==> config.mk <==
export PLATFORM = sky130hd
export DESIGN_NAME = mc_controller
export DESIGN_NICKNAME = d
export VERILOG_FILES = /design/src/rtl/mc_controller.sv
export SDC_FILE = /design/constraint.sdc
export NUM_CORES = 1
export LEC_CHECK = 0
export BUFFER_PORTS_ARGS = -buffer_cell sky130_fd_sc_hd__buf_2
export CAP_MARGIN = 20
export CORE_AREA = 2 2 68 57
export DETAILED_ROUTE_END_ITERATION = 7
export DIE_AREA = 0 0 70 59
export PLACE_DENSITY = 0.81
export REMOVE_ABC_BUFFERS = 1
export SLEW_MARGIN = 40
export SYNTH_ARGS = -nofsm -noshare
export SYNTH_HDL_FRONTEND = slang
export SYNTH_SLANG_ARGS = --single-unit
==> constraint.sdc <==
create_clock -name clk -period 1.3 [get_ports clk]
set_input_delay 0.065 -clock clk [delete_from_list [all_inputs] [get_ports clk]]
set_output_delay 0.065 -clock clk [all_outputs]
set_load 0.1 [all_outputs]
==> src/rtl/mc_controller.sv <==
// mc_controller -- multicycle control unit for the 32-bit, 16-register datapath.
//
// Sequences FETCH/DECODE/EXEC/MEM/WB over 2-5 cycles per instruction and holds
// the N/Z/V condition flags used by BEQ/BLT.
//
// Ports:
//   clk, rst                 clock; asynchronous active-high reset
//   opcode[3:0]              IR[31:28], stable from DECODE on
//   zero/negative/overflow   live ALU flags of the current cycle
//   pc_write, ir_write, reg_write, mem_read, mem_write   strobes
//   iord, alu_src_a, alu_src_b[1:0], alu_control[2:0],
//   mem_to_reg, pc_src, read2_sel                         datapath selects
//   halted                   high in HALT
//   instr_count, cycle_count performance counters
//
// Build option: define CTRL_PERF_EN to build the performance counters;
// otherwise both counter ports are tied to zero.
module mc_controller (
    input  logic        clk,
    input  logic        rst,
    input  logic [3:0]  opcode,
    input  logic        zero,
    input  logic        negative,
    input  logic        overflow,
    output logic        pc_write,
    output logic        ir_write,
    output logic        reg_write,
    output logic        mem_read,
    output logic        mem_write,
    output logic        iord,
    output logic        alu_src_a,
    output logic [1:0]  alu_src_b,
    output logic [2:0]  alu_control,
    output logic        mem_to_reg,
    output logic        pc_src,
    output logic        read2_sel,
    output logic        halted,
    output logic [31:0] instr_count,
    output logic [31:0] cycle_count
);

    typedef enum logic [3:0] {
        S_FETCH    = 4'd0,
        S_DECODE   = 4'd1,
        S_EXEC_R   = 4'd2,
        S_EXEC_I   = 4'd3,
        S_ALU_WB   = 4'd4,
        S_MEM_ADDR = 4'd5,
        S_MEM_RD   = 4'd6,
        S_MEM_WB   = 4'd7,
        S_MEM_WR   = 4'd8,
        S_BRANCH   = 4'd9,
        S_HALT     = 4'd10
    } state_t;

    state_t state_q, state_d;
    logic   n_q, z_q, v_q;
    logic   flag_load;
    logic   taken;

    // MOV/MOVI pass B through the ALU and must not disturb the flags.
    assign flag_load = ((state_q == S_EXEC_R) || (state_q == S_EXEC_I)) &&
                       (opcode inside {4'h0, 4'h1, 4'h2, 4'h3, 4'h5, 4'h6, 4'hD});

    always_comb begin
        taken = 1'b0;
        case (opcode)
            4'hA:    taken = 1'b1;
            4'hB:    taken = z_q;
            4'hC:    taken = n_q ^ v_q;
            default: taken = 1'b0;
        endcase
    end

    always_comb begin
        state_d = S_FETCH;
        case (state_q)
            S_FETCH:  state_d = S_DECODE;
            S_DECODE: begin
                case (opcode)
                    4'h0, 4'h1, 4'h2, 4'h3, 4'h4, 4'hD: state_d = S_EXEC_R;
                    4'h5, 4'h6, 4'h7:                   state_d = S_EXEC_I;
                    4'h8, 4'h9:                         state_d = S_MEM_ADDR;
                    4'hA, 4'hB, 4'hC:                   state_d = S_BRANCH;
                    4'hF:                               state_d = S_HALT;
                    default:                            state_d = S_FETCH;
                endcase
            end
            S_EXEC_R:   state_d = (opcode == 4'hD) ? S_FETCH : S_ALU_WB;
            S_EXEC_I:   state_d = S_ALU_WB;
            S_MEM_ADDR: state_d = (opcode == 4'h8) ? S_MEM_RD : S_MEM_WR;
            S_MEM_RD:   state_d = S_MEM_WB;
            S_HALT:     state_d = S_HALT;
            default:    state_d = S_FETCH;
        endcase
    end

    always_ff @(posedge clk or posedge rst) begin
        if (rst) begin
            state_q <= S_FETCH;
            n_q     <= 1'b0;
            z_q     <= 1'b0;
            v_q     <= 1'b0;
        end else begin
            state_q <= state_d;
            if (flag_load) begin
                n_q <= negative;
                z_q <= zero;
                v_q <= overflow;
            end
        end
    end

    // Decoded from the state register; rst gates everything so the strobes
    // drop the moment reset is asserted, not at the next edge.
    always_comb begin
        pc_write    = 1'b0;
        ir_write    = 1'b0;
        reg_write   = 1'b0;
        mem_read    = 1'b0;
        mem_write   = 1'b0;
        iord        = 1'b0;
        alu_src_a   = 1'b0;
        alu_src_b   = 2'b00;
        alu_control = 3'd0;
        mem_to_reg  = 1'b0;
        pc_src      = 1'b0;
        read2_sel   = 1'b0;
        halted      = 1'b0;
        if (!rst) begin
            case (state_q)
                S_FETCH: begin
                    mem_read  = 1'b1;
                    ir_write  = 1'b1;
                    pc_write  = 1'b1;
                    alu_src_b = 2'b01;
                end
                S_DECODE: begin
                    alu_src_b = 2'b11;
                    read2_sel = (opcode == 4'h9);
                end
                S_EXEC_R: begin
                    alu_src_a   = 1'b1;
                    alu_control = (opcode == 4'hD) ? 3'd1 : opcode[2:0];
                end
                S_EXEC_I: begin
                    alu_src_a = 1'b1;
                    alu_src_b = 2'b10;
                    case (opcode)
                        4'h6:    alu_control = 3'd1;
                        4'h7:    alu_control = 3'd4;
                        default: alu_control = 3'd0;
                    endcase
                end
                S_ALU_WB: reg_write = 1'b1;
                S_MEM_ADDR: begin
                    alu_src_a = 1'b1;
                    alu_src_b = 2'b10;
                end
                S_MEM_RD: begin
                    mem_read = 1'b1;
                    iord     = 1'b1;
                end
                S_MEM_WB: begin
                    reg_write  = 1'b1;
                    mem_to_reg = 1'b1;
                end
                S_MEM_WR: begin
                    mem_write = 1'b1;
                    iord      = 1'b1;
                    read2_sel = 1'b1;
                end
                S_BRANCH: begin
                    pc_write = taken;
                    pc_src   = 1'b1;
                end
                S_HALT:  halted = 1'b1;
                default: ;
            endcase
        end
    end

`ifdef CTRL_PERF_EN
    logic [31:0] instr_q, cycle_q;

    always_ff @(posedge clk or posedge rst) begin
        if (rst) begin
            instr_q <= '0;
            cycle_q <= '0;
        end else begin
            if (state_q != S_HALT)   cycle_q <= cycle_q + 32'd1;
            if (state_q == S_DECODE) instr_q <= instr_q + 32'd1;
        end
    end

    assign instr_count = instr_q;
    assign cycle_count = cycle_q;
`else
    assign instr_count = '0;
    assign cycle_count = '0;
`endif

endmodule

Word level (Yosys, flattened, before mapping):

Memory sizes are Yosys's and may differ from the RTL's.
Cells that the tools add are included.

* equality and inequality tests: 22
* multiplexer cells: 32
* bitwise logic cells: 1
* reduce and logical (&&, ||, !) cells: 10

Operator list (number)
* 4-bit == test (second input constant): 9
* 4-bit by 3-bit == test with 1-bit output (second input constant): 7
* 4-bit one-hot mux with 7 select lines: 1
* 1-bit two-way mux: 20
* 4-bit by 2-bit == test with 1-bit output (second input constant): 4
* 3-bit one-hot mux with 2 select lines: 2
* 3-bit two-way mux: 3
* 4-bit by 1-bit == test with 1-bit output (second input constant): 2
* 4-bit logical NOT: 2
* 2-bit OR reduction: 4
* 7-bit nonzero test: 1
* 2-bit one-hot mux with 3 select lines: 1
* 4-bit two-way mux: 1
* 1-bit one-hot mux with 2 select lines: 2
* 1-bit one-hot mux with 3 select lines: 1
* 3-bit OR reduction: 1
* 2-bit two-way mux: 1
* 1-bit logical AND: 1
* 1-bit logical OR: 1
* 1-bit XOR: 1

* flip-flop bits (word level): 7
* bits in read-only memories: 64
* input bits: 9
* output and inout port bits: 80
* logic and storage cells: 70
* memories: 1

Memory list
* (name not given): depth 16, bits a word 4, rd ports 1, clocked after memory_dff 0, wr ports 0, line 80 `case (opcode)`

Logic depth before layout (Yosys ltp):

Gate-level depths: netlist of the first run.

* depth after elaboration: 4
* mapped depth: 6
* gate-level depth less buffers: 6

Worst setup path before layout of the first run:

No wires, ideal clock.

* path type: reg2out
* from: register state_q[3]
* to: output port pc_write
* arrival: 4.534 ns
* required time: 1.235 ns
* slack: -3.299 ns
* cell stages (with the launch flop): 4
* path buffers: 0
* cell sequence: dfrtp_1 nor2_4 nor4b_1 a31o_2

* cells in the longest elaborated chain, start to end: 3
* elaborated cells between the ends (all ways): 4
* classes of those cells: 1 x eq/ne; 2 x mux; 1 x reduce/logical

Ends and longest elaborated chain
* from (decl): line 56 `state_t state_q, state_d;`
* from (signal assigned): line 105 `state_q <= state_d;`
* 4-bit == test / 4-bit logical NOT (equally long branches): line 131 `case (state_q)`
* 1-bit one-hot mux with 2 select lines *: line 131
* 1-bit two-way mux *: line 130 `if (!rst) begin`
* to (decl): line 25 `output logic pc_write,`

Mark *: on every way between the ends. The rest lies on a longest branch, timed or not.

Worst setup path in the final report of the first run:

* from: register state_q[2]
* to: output port read2_sel

* cells in the longest elaborated chain, start to end: 3
* elaborated cells between the ends (all ways): 4
* classes of those cells: 2 x eq/ne; 2 x mux

Ends and longest elaborated chain
* 4-bit == test / 4-bit by 1-bit == test with 1-bit output (equally long branches): line 131
* 1-bit one-hot mux with 2 select lines *: line 131
* 1-bit two-way mux *: line 130
* to (decl): line 36 `output logic read2_sel,`

Marks and branches as above.

==> results.cfg, run 1 <==
[floorplanning]
core-area_um2 = 3376
dieArea_um2 = 4130
row_count = 19
ios = 89
fp.dieH_um = 59
initial_core_util_pct = 36.92
die_w_um = 70

[finish]
layout_common_cells = conb_1, buf_4, buf_12
final_common_cell = conb_1
layout.nets = 239
synthToLayoutAreaGrowth_pct = 61.75
n_antenna_cell = 0
finalInstanceArea_um2 = 2016
drive_above_1_share_pct = 48.89

[sta]
finalSetupTns_ps = -5658
setup_viol = 20
setup_ws_ps = -423.5
clock_skew_ps = 0.9905
grt_setup_unrepaired = yes
min_period_ps = 1724
drv_slew = 0
hold_viol = 0
clock.fmax_mhz = 580.2
period_share_pct = 132.6

[synth]
netlist_area_um2 = 1246
ys_types = 37
synthTopCellsByArea = buf_4, dfrtp_1, ha_1
syn_inst = 160
ys_seq_area_share_pct = 14.06
syn_avg_cell_area_um2 = 7.789
ys_warn_count = 0
yosys.area.top_type = buf_4
synth_edf_count = 0
synth_ff_type = dfrtp_1
synth_top_cell_area_share_pct = 40.96
ys_ff_latch = 7
async_flop_share_pct = 100.0

[place]
numPortBuffers = 24
placed_cell_area_um2 = 1629
dp_hpwl_um = 2252
routabilityCongestion = 0.8352

[drt]
viasPerCell = 4.213
wl_per_cell_um = 12.58
drtAntennaViolNets = 0
dr_total_vias = 1125
drt_first_iter_violations = 44
drt_drc_violations_left = 0
drt_wl_total_um = 3360
drt-pass1-iter-count = 4

[global_route]
grt_pass1_vias = 957
antenna_found_initial = 0
grt_usage_pct = 14.09
grt_max_degree = 13
grt_pass1_wl_um = 4574
grt_overflow = 0

[clock_network]
numCtsBuffers = 3
clock-sinks = 7
clockBufferDepth = 2
clock_latency_ps = 230
cts_tree = built
cts_root_buf = clkbuf_8
clkTransAtPathRegs_ps = 40
h-tree-depth = 1

[setup_path]
endpoint_kind = output pin
crit_required_ps = 1240
worstSetupStartpointType = flop
critical_path_class = reg -> out
crit_fanout = 4
arrival_ps = 1660

[pwr]
power_mw = 4.469
leakagePower_nw = 1.005
power_density_nw_per_um2 = 2217
ir_drop_uv = 916.7

[worst_hold_path]
hp-class = in -> reg

[outcome]
outcome = finished with violations
violations = negative setup slack

[job]
cap_violations = 0
==> worst max-delay path, stage by stage (launching register included) <==
cell and delay [ps]:
dfrtp_1 420, buf_6 150, nand3b_1 230, nor3_2 240, a41o_1 200, buf_12 190
==> cell usage after synthesis (all sizes together), types with 2 or more instances <==
| library cell | n |
|---|---|
| buf | 71 |
| o21ai | 2 |
| ha | 4 |
| nand3 | 5 |
| nand2 | 10 |
| nor3 | 6 |
| xor2 | 2 |
| a31o | 2 |
| nor4 | 3 |
| nor2b | 4 |
| inv | 4 |
| a21oi | 4 |
| nand3b | 2 |
| nor3b | 2 |
| nor2 | 9 |
| nand2b | 3 |
| a31oi | 2 |
| mux2 | 3 |
| dfrtp | 7 |
==> per-layer routing <==
| metal | global-route usage [%] | part of all wire [%] | vias to the layer above |
|---|---|---|---|
| met5 | 0 | 0 | - |
| met4 | 4.121 | 0.48 | 0 |
| met3 | 3.401 | 6.1 | 2 |
| met2 | 25.17 | 52 | 48 |
| met1 | 17.12 | 41 | 537 |
| li1 | - | - | 538 |
==> worst paths after layout <==
| path | from | end | slack [ps] | cells after the start |
|---|---|---|---|---|
| worst min-delay path | zero | z_q | 70 | 2 |
| worst max-delay path | state_q[2] | read2_sel | -420 | 5 |
| worst min register to register | z_q | z_q | 510 | 1 |
| min in group asynchronous | rst | state_q[0] | 550 | 4 |
| worst max register to register | state_q[3] | v_q | -190 | 5 |
| max in group asynchronous | rst | z_q | 480 | 4 |
==> report_power, final <==
| part | switching (mW) | total [mW] | internal [mW] |
|---|---|---|---|
| Clock | 0.108 | 0.321 | 0.213 |
| Combinational | 2.40 | 3.76 | 1.36 |
| Sequential | 0.0781 | 0.393 | 0.315 |
| Total | 2.58 | 4.47 | 1.89 |
==> flip-flops by register name, indices dropped and copies added (netlist names) <==
register and count:
state_q 4, n_q 1, v_q 1, z_q 1
==> metrics by stage <==
stage	util, %	cells	setup slack (ps)	hold WS, ps
2_1_floorplan	-	151	-3419	-115.2
5_1_grt	59.71	267	-471.2	80.32
3_3_place_gp	48.26	252	-138.7	119.4
3_5_place_dp	48.26	252	-176.8	121.6
4_1_cts	54.11	262	-375.5	67.39
6_report	59.71	267	-423.5	66.84
==> layout make-up <==
class | instances | area (um^2)
Timing Repair Buffer | 70 | 758.2
Clock buffer | 4 | 45.04
Fill cell | 275 | 1360
Sequential cell | 7 | 175.2
Multi-Input combinational cell | 140 | 969.7
Inverter | 4 | 15.01
Tap cell | 42 | 52.55
==> logic make-up (layout without fill, tap and decap cells) <==
family                     Yosys count  after routing  synth area share [%]
xor gates and xnor gates             3              3                 2.109
buffers and inverters               76             78                 43.67
adders and majority gates            4              4                 4.016
and+or+nand+nor                     46             46                 19.78
muxes                                4              4                 3.514
other                                1             64                0.3009
AOI/OAI and AO/OA                   19             19                 12.55
DFF                                  7              7                 14.06
==> repair_timing <==
item,in CTS,in global routing
endpoints found under the hold margin,7,0
cloned,0,1
buffers inserted,5,6
resized for setup,25,29
hold buffers,1,0
endpoints found under the setup margin,21,23
pin swaps,10,10
(Power assumes the default switching activity.)
==> run 2: changes to the inputs <==
Settings changed: ABC_CLOCK_PERIOD_IN_PS set to 1300, PLACE_DENSITY 0.81 to 0.75.
==> results.cfg, run 2 (same netlist as run 1, synthesis figures left out) <==
[sta]
setup_viol = 23
setup_ws_ps = -374.0
clock_skew_ps = 0.9501
period_share_pct = 128.8
hold_ws_ps = 78.18
hold_viol = 0
grt_setup_unrepaired = yes
min_period_ps = 1674
clock.fmax_mhz = 597.4
drv_slew = 0

[setup_path]
crit_required_ps = 1240
crit_fanout = 7
critical_path_class = reg -> out
arrival_ps = 1610
path_cells = buf_6 -> nand3b_1 -> nor2_2 -> a31o_2 -> buf_12
worstSetupStartpointType = flop
slowest_delay_ps = 410
endpoint_kind = output pin
critPathSlowestCell = dfrtp_1

[drt]
drt_wl_total_um = 3117
viasPerCell = 4.165
drtAntennaViolNets = 0
drt_drc_violations_left = 0
wl_per_cell_um = 11.67
drt_first_iter_violations = 98
drt-pass1-iter-count = 4
dr_total_vias = 1112

[place]
dp_hpwl_um = 2123
placed_cell_area_um2 = 1607
routabilityCongestion = 0.9008
numPortBuffers = 24

[floorplanning]
core-area_um2 = 3376
die_w_um = 70
row_count = 19
dieArea_um2 = 4130
initial_core_util_pct = 36.92
ios = 89
fp.dieH_um = 59

[global_route]
antenna_found_initial = 0
grt_overflow = 0
grt_usage_pct = 12.77
grt_pass1_vias = 903
grt_pass1_wl_um = 4188
grt_max_degree = 13

[finish]
layout_common_cells = conb_1, buf_4, buf_12
n_antenna_cell = 0
synthToLayoutAreaGrowth_pct = 54.62
regMostFlops = state_q
fill_cells = 268
final_common_cell = conb_1
finalInstanceArea_um2 = 1927
drive_above_1_share_pct = 47.11
layout.nets = 239
fin_util_pct = 57.08
largest_reg_flops = 4

[pwr]
ir_drop_uv = 772.3
leakagePower_nw = 0.9711
power_mw = 4.252
power_density_nw_per_um2 = 2207

[worst_hold_path]
hp-class = in -> reg

[clock_network]
cts_tree = built
clock-sinks = 7
cts_root_buf = clkbuf_8
clockBufferDepth = 2
clock_latency_ps = 220
numCtsBuffers = 3
clkTransAtPathRegs_ps = 40
h-tree-depth = 1

[outcome]
violations = negative setup slack
outcome = finished with violations

[job]
cap_violations = 0
run 2: cell count changes in the layout (fill, tap and decap cells not counted), sizes merged:
cell and delta:
buf +1, clkbuf -1
run 2: layer usage:
layer | share of wire, % | GRT usage [%]
met1 | 39 | 15.36
met2 | 54 | 22.99
met3 | 5.4 | 2.381
met4 | 1.3 | 4.945
met5 | 0 | 0
run 2: repair_timing:
action | CTS | global route
pin swaps | 4 | 8
hold endpoints to repair | 7 | 0
gates resized for setup | 20 | 19
setup buffers | 4 | 9
hold buffers | 1 | 0
endpoints found under the setup margin | 20 | 23
run 2: where the power goes:
group | internal [mW] | total, mW | switching (mW)
combinational | 1.26 | 3.56 | 2.31
clock | 0.211 | 0.294 | 0.0831
sequential | 0.315 | 0.395 | 0.0804
total | 1.78 | 4.25 | 2.47
run 2: worst paths after layout:
kind	cells past startpoint	endpoint	slack [ps]	from
setup reg to reg	6	z_q	-320	state_q[3]
hold / removal	2	v_q	80	overflow
max in group asynchronous	4	state_q[3]	410	rst
min in group asynchronous	4	n_q	640	rst
setup / recovery	5	pc_write	-370	state_q[2]
hold reg to reg	1	z_q	520	z_q
run 2: area by class of cell:
class	instances	area, um^2	share of cell area, %
Timing Repair Buffer	70	726.9	37.73
Multi-Input combinational cell	140	912.1	47.34
Sequential cell	7	175.2	9.091
Clock buffer	4	45.04	2.338
Tap cell	42	52.55	2.727
Inverter	4	15.01	0.7792
run 2: critical path, delay by kind of cell (launching register included):
kind	cells	cell delay, ps
AOI/OAI and AO/OA	1	210
and+or+nand+nor	2	440
buffers and inverters	2	320
DFF	1	410
run 2: per-stage QoR:
stage | setup WS, ps | cells | setup TNS [ps]
2_1_floorplan | -3419 | 151 | -30750
3_3_place_gp | -146.3 | 249 | -1459
3_5_place_dp | -198.3 | 249 | -1711
4_1_cts | -317.6 | 258 | -5203
5_1_grt | -431.4 | 267 | -7418
6_report | -374.0 | 267 | -6033
==> run 3: changes to the inputs <==
Settings changed: ABC_AREA set to 1, CORE_AREA 2 2 68 57 to 2 2 67 56, DIE_AREA 0 0 70 59 to 0 0 69 58, PLACE_DENSITY 0.75 to 0.76, SETUP_SLACK_MARGIN set to 0.02, SKIP_LAST_GASP set to 1.
==> results.cfg, run 3 <==
[outcome]
outcome = finished with violations
violations = negative setup slack

[finish]
fill_cells = 310
finalInstanceArea_um2 = 1705
fin_util_pct = 51.24
layout_common_cells = conb_1, nand2_1, buf_4
final_common_cell = conb_1
fin_cells = 272
layout.nets = 244
largest_reg_flops = 4
synthToLayoutAreaGrowth_pct = 42.87
drive_above_1_share_pct = 39.57
regMostFlops = state_q
n_antenna_cell = 0

[synth]
synthTopCellsByArea = buf_4, dfrtp_1, nand2_1
syn_avg_cell_area_um2 = 6.595
ys_warn_count = 0
yosys.area.top_type = buf_4
synth_fa_ha_area_share_pct = 4.193
ys_types = 21
synth_edf_count = 0
synthTopCellsByCount = buf_4, nand2_1, nor2_1
ys_seq_area_share_pct = 14.68
synth_top_cell_area_share_pct = 40.25
synth_compound_area_share_pct = 6.394
synth_mux_area_share_pct = 0
synth_ff_type = dfrtp_1
synth_most_common_cell = buf_4
netlist_area_um2 = 1194
synth-simple-area-share_pct = 27.99
ys_ff_latch = 7
async_flop_share_pct = 100.0
synth_top_family_by_area = buffers and inverters
synth-xor-area-share_pct = 0.7338
syn_inst = 181

[drt]
dr_total_vias = 1106
wl_per_cell_um = 9.963
viasPerCell = 4.066
drtAntennaViolNets = 0
drt_wl_total_um = 2710
drt_first_iter_violations = 31
drt-pass1-iter-count = 4
drt_drc_violations_left = 0

[clock_network]
clock_latency_ps = 230
cts_tree = built
clockBufferDepth = 2
h-tree-depth = 1
numCtsBuffers = 3
clock-sinks = 7
cts_root_buf = clkbuf_8
clkTransAtPathRegs_ps = 40

[floorplanning]
fp.dieH_um = 58
die_w_um = 69
dieArea_um2 = 4002
core-area_um2 = 3328
initial_core_util_pct = 35.86
row_count = 19
ios = 89

[global_route]
grt_pass1_wl_um = 3953
use_met1_pct = 13.94
grt_use_met3_pct = 3.478
grt_max_degree = 14
grt_usage_pct = 12.01
grt_overflow = 0
grt_pass1_vias = 932
antenna_found_initial = 0
grt-busiest-layer = met2
met2_usage_pct = 22.39

[place]
placed_cell_area_um2 = 1485
dp_hpwl_um = 2118
numPortBuffers = 24
placed_cells = 262
routabilityCongestion = 0.9640

[setup_path]
crit_required_ps = 1240
arrival_ps = 1490
endpoint_kind = output pin
crit_fanout = 4
worstSetupStartpointType = flop
critical_path_class = reg -> out

[job]
cap_violations = 0

[sta]
setup_ws_ps = -250.7
drv_slew = 0
setup_viol = 16
grt_setup_unrepaired = yes
clock_skew_ps = 5.112
min_period_ps = 1551
finalSetupTns_ps = -2635
hold_viol = 0
hold_ws_ps = 35.87
clock.fmax_mhz = 644.9
period_share_pct = 119.3

[worst_hold_path]
hp-class = in -> async

[pwr]
ir_drop_uv = 1026
power_density_nw_per_um2 = 2469
leakagePower_nw = 0.8783
==> run 3: timing repair <==
action,4_1_cts,5_1_grt
pin swaps,7,13
setup buffers,3,4
resized for setup,20,17
endpoints found under the setup margin,17,21
hold buffers,0,0
==> run 3: kinds of logic after synthesis <==
logic type      Yosys count
flops                     7
fa+ha+maj                 4
other cells               1
buf+inv                  81
compound gates           15
simple gates             72
xor+xnor                  1
==> run 3: worst paths after layout <==
check | to | cells after the start | from | slack [ps]
worst max-delay path | alu_control[1] | 6 | state_q[0] | -250
worst max register to register | z_q | 8 | state_q[3] | 70
max in group asynchronous | state_q[0] | 3 | rst | 1130
min in group clk | n_q | 3 | negative | 80
worst min register to register | n_q | 2 | n_q | 480
worst min-delay path | state_q[1] | 3 | rst | 40
==> run 3: per-stage QoR <==
stage / worst slack (ps) / total power [mW]
after floorplan: -1578 / 2.595
after global placement: -75.17 / 3.457
after detailed placement: -45.49 / 3.497
after CTS: -229.9 / 4.010
after global routing: -309.4 / 4.378
final: -250.7 / 4.211
==> run 3: cell type report <==
type / instances / area [um^2] / area share, %
flip-flops and latches: 7 / 177.7 / 10.42
repair buffers: 47 / 536.8 / 31.47
multi-input cells: 156 / 833.3 / 48.86
clock buffers: 4 / 45.04 / 2.641
well taps: 42 / 52.55 / 3.081
inverters: 16 / 60.06 / 3.522
==> run 3: routing by layer <==
metal | up-vias | part of all wire, % | routed length [um]
met5 | - | 0 | 0
met2 | 60 | 54 | 1456
met4 | 0 | 0 | 0
li1 | 535 | - | -
met1 | 511 | 39 | 1053
met3 | 0 | 7.4 | 201
==> run 3: where the power goes <==
part	total (mW)	switching, mW	internal (mW)
logic	3.47	2.47	1.00
clock network	0.299	0.0874	0.212
registers	0.439	0.114	0.325
total	4.21	2.67	1.54
==> run 3: worst max-delay path: stages (launching register included) <==
cell and delay, ps:
dfrtp_2 440, inv_2 90, nand2_4 80, nor2_4 150
o21ai_2 80, nor3_2 200, buf_12 210
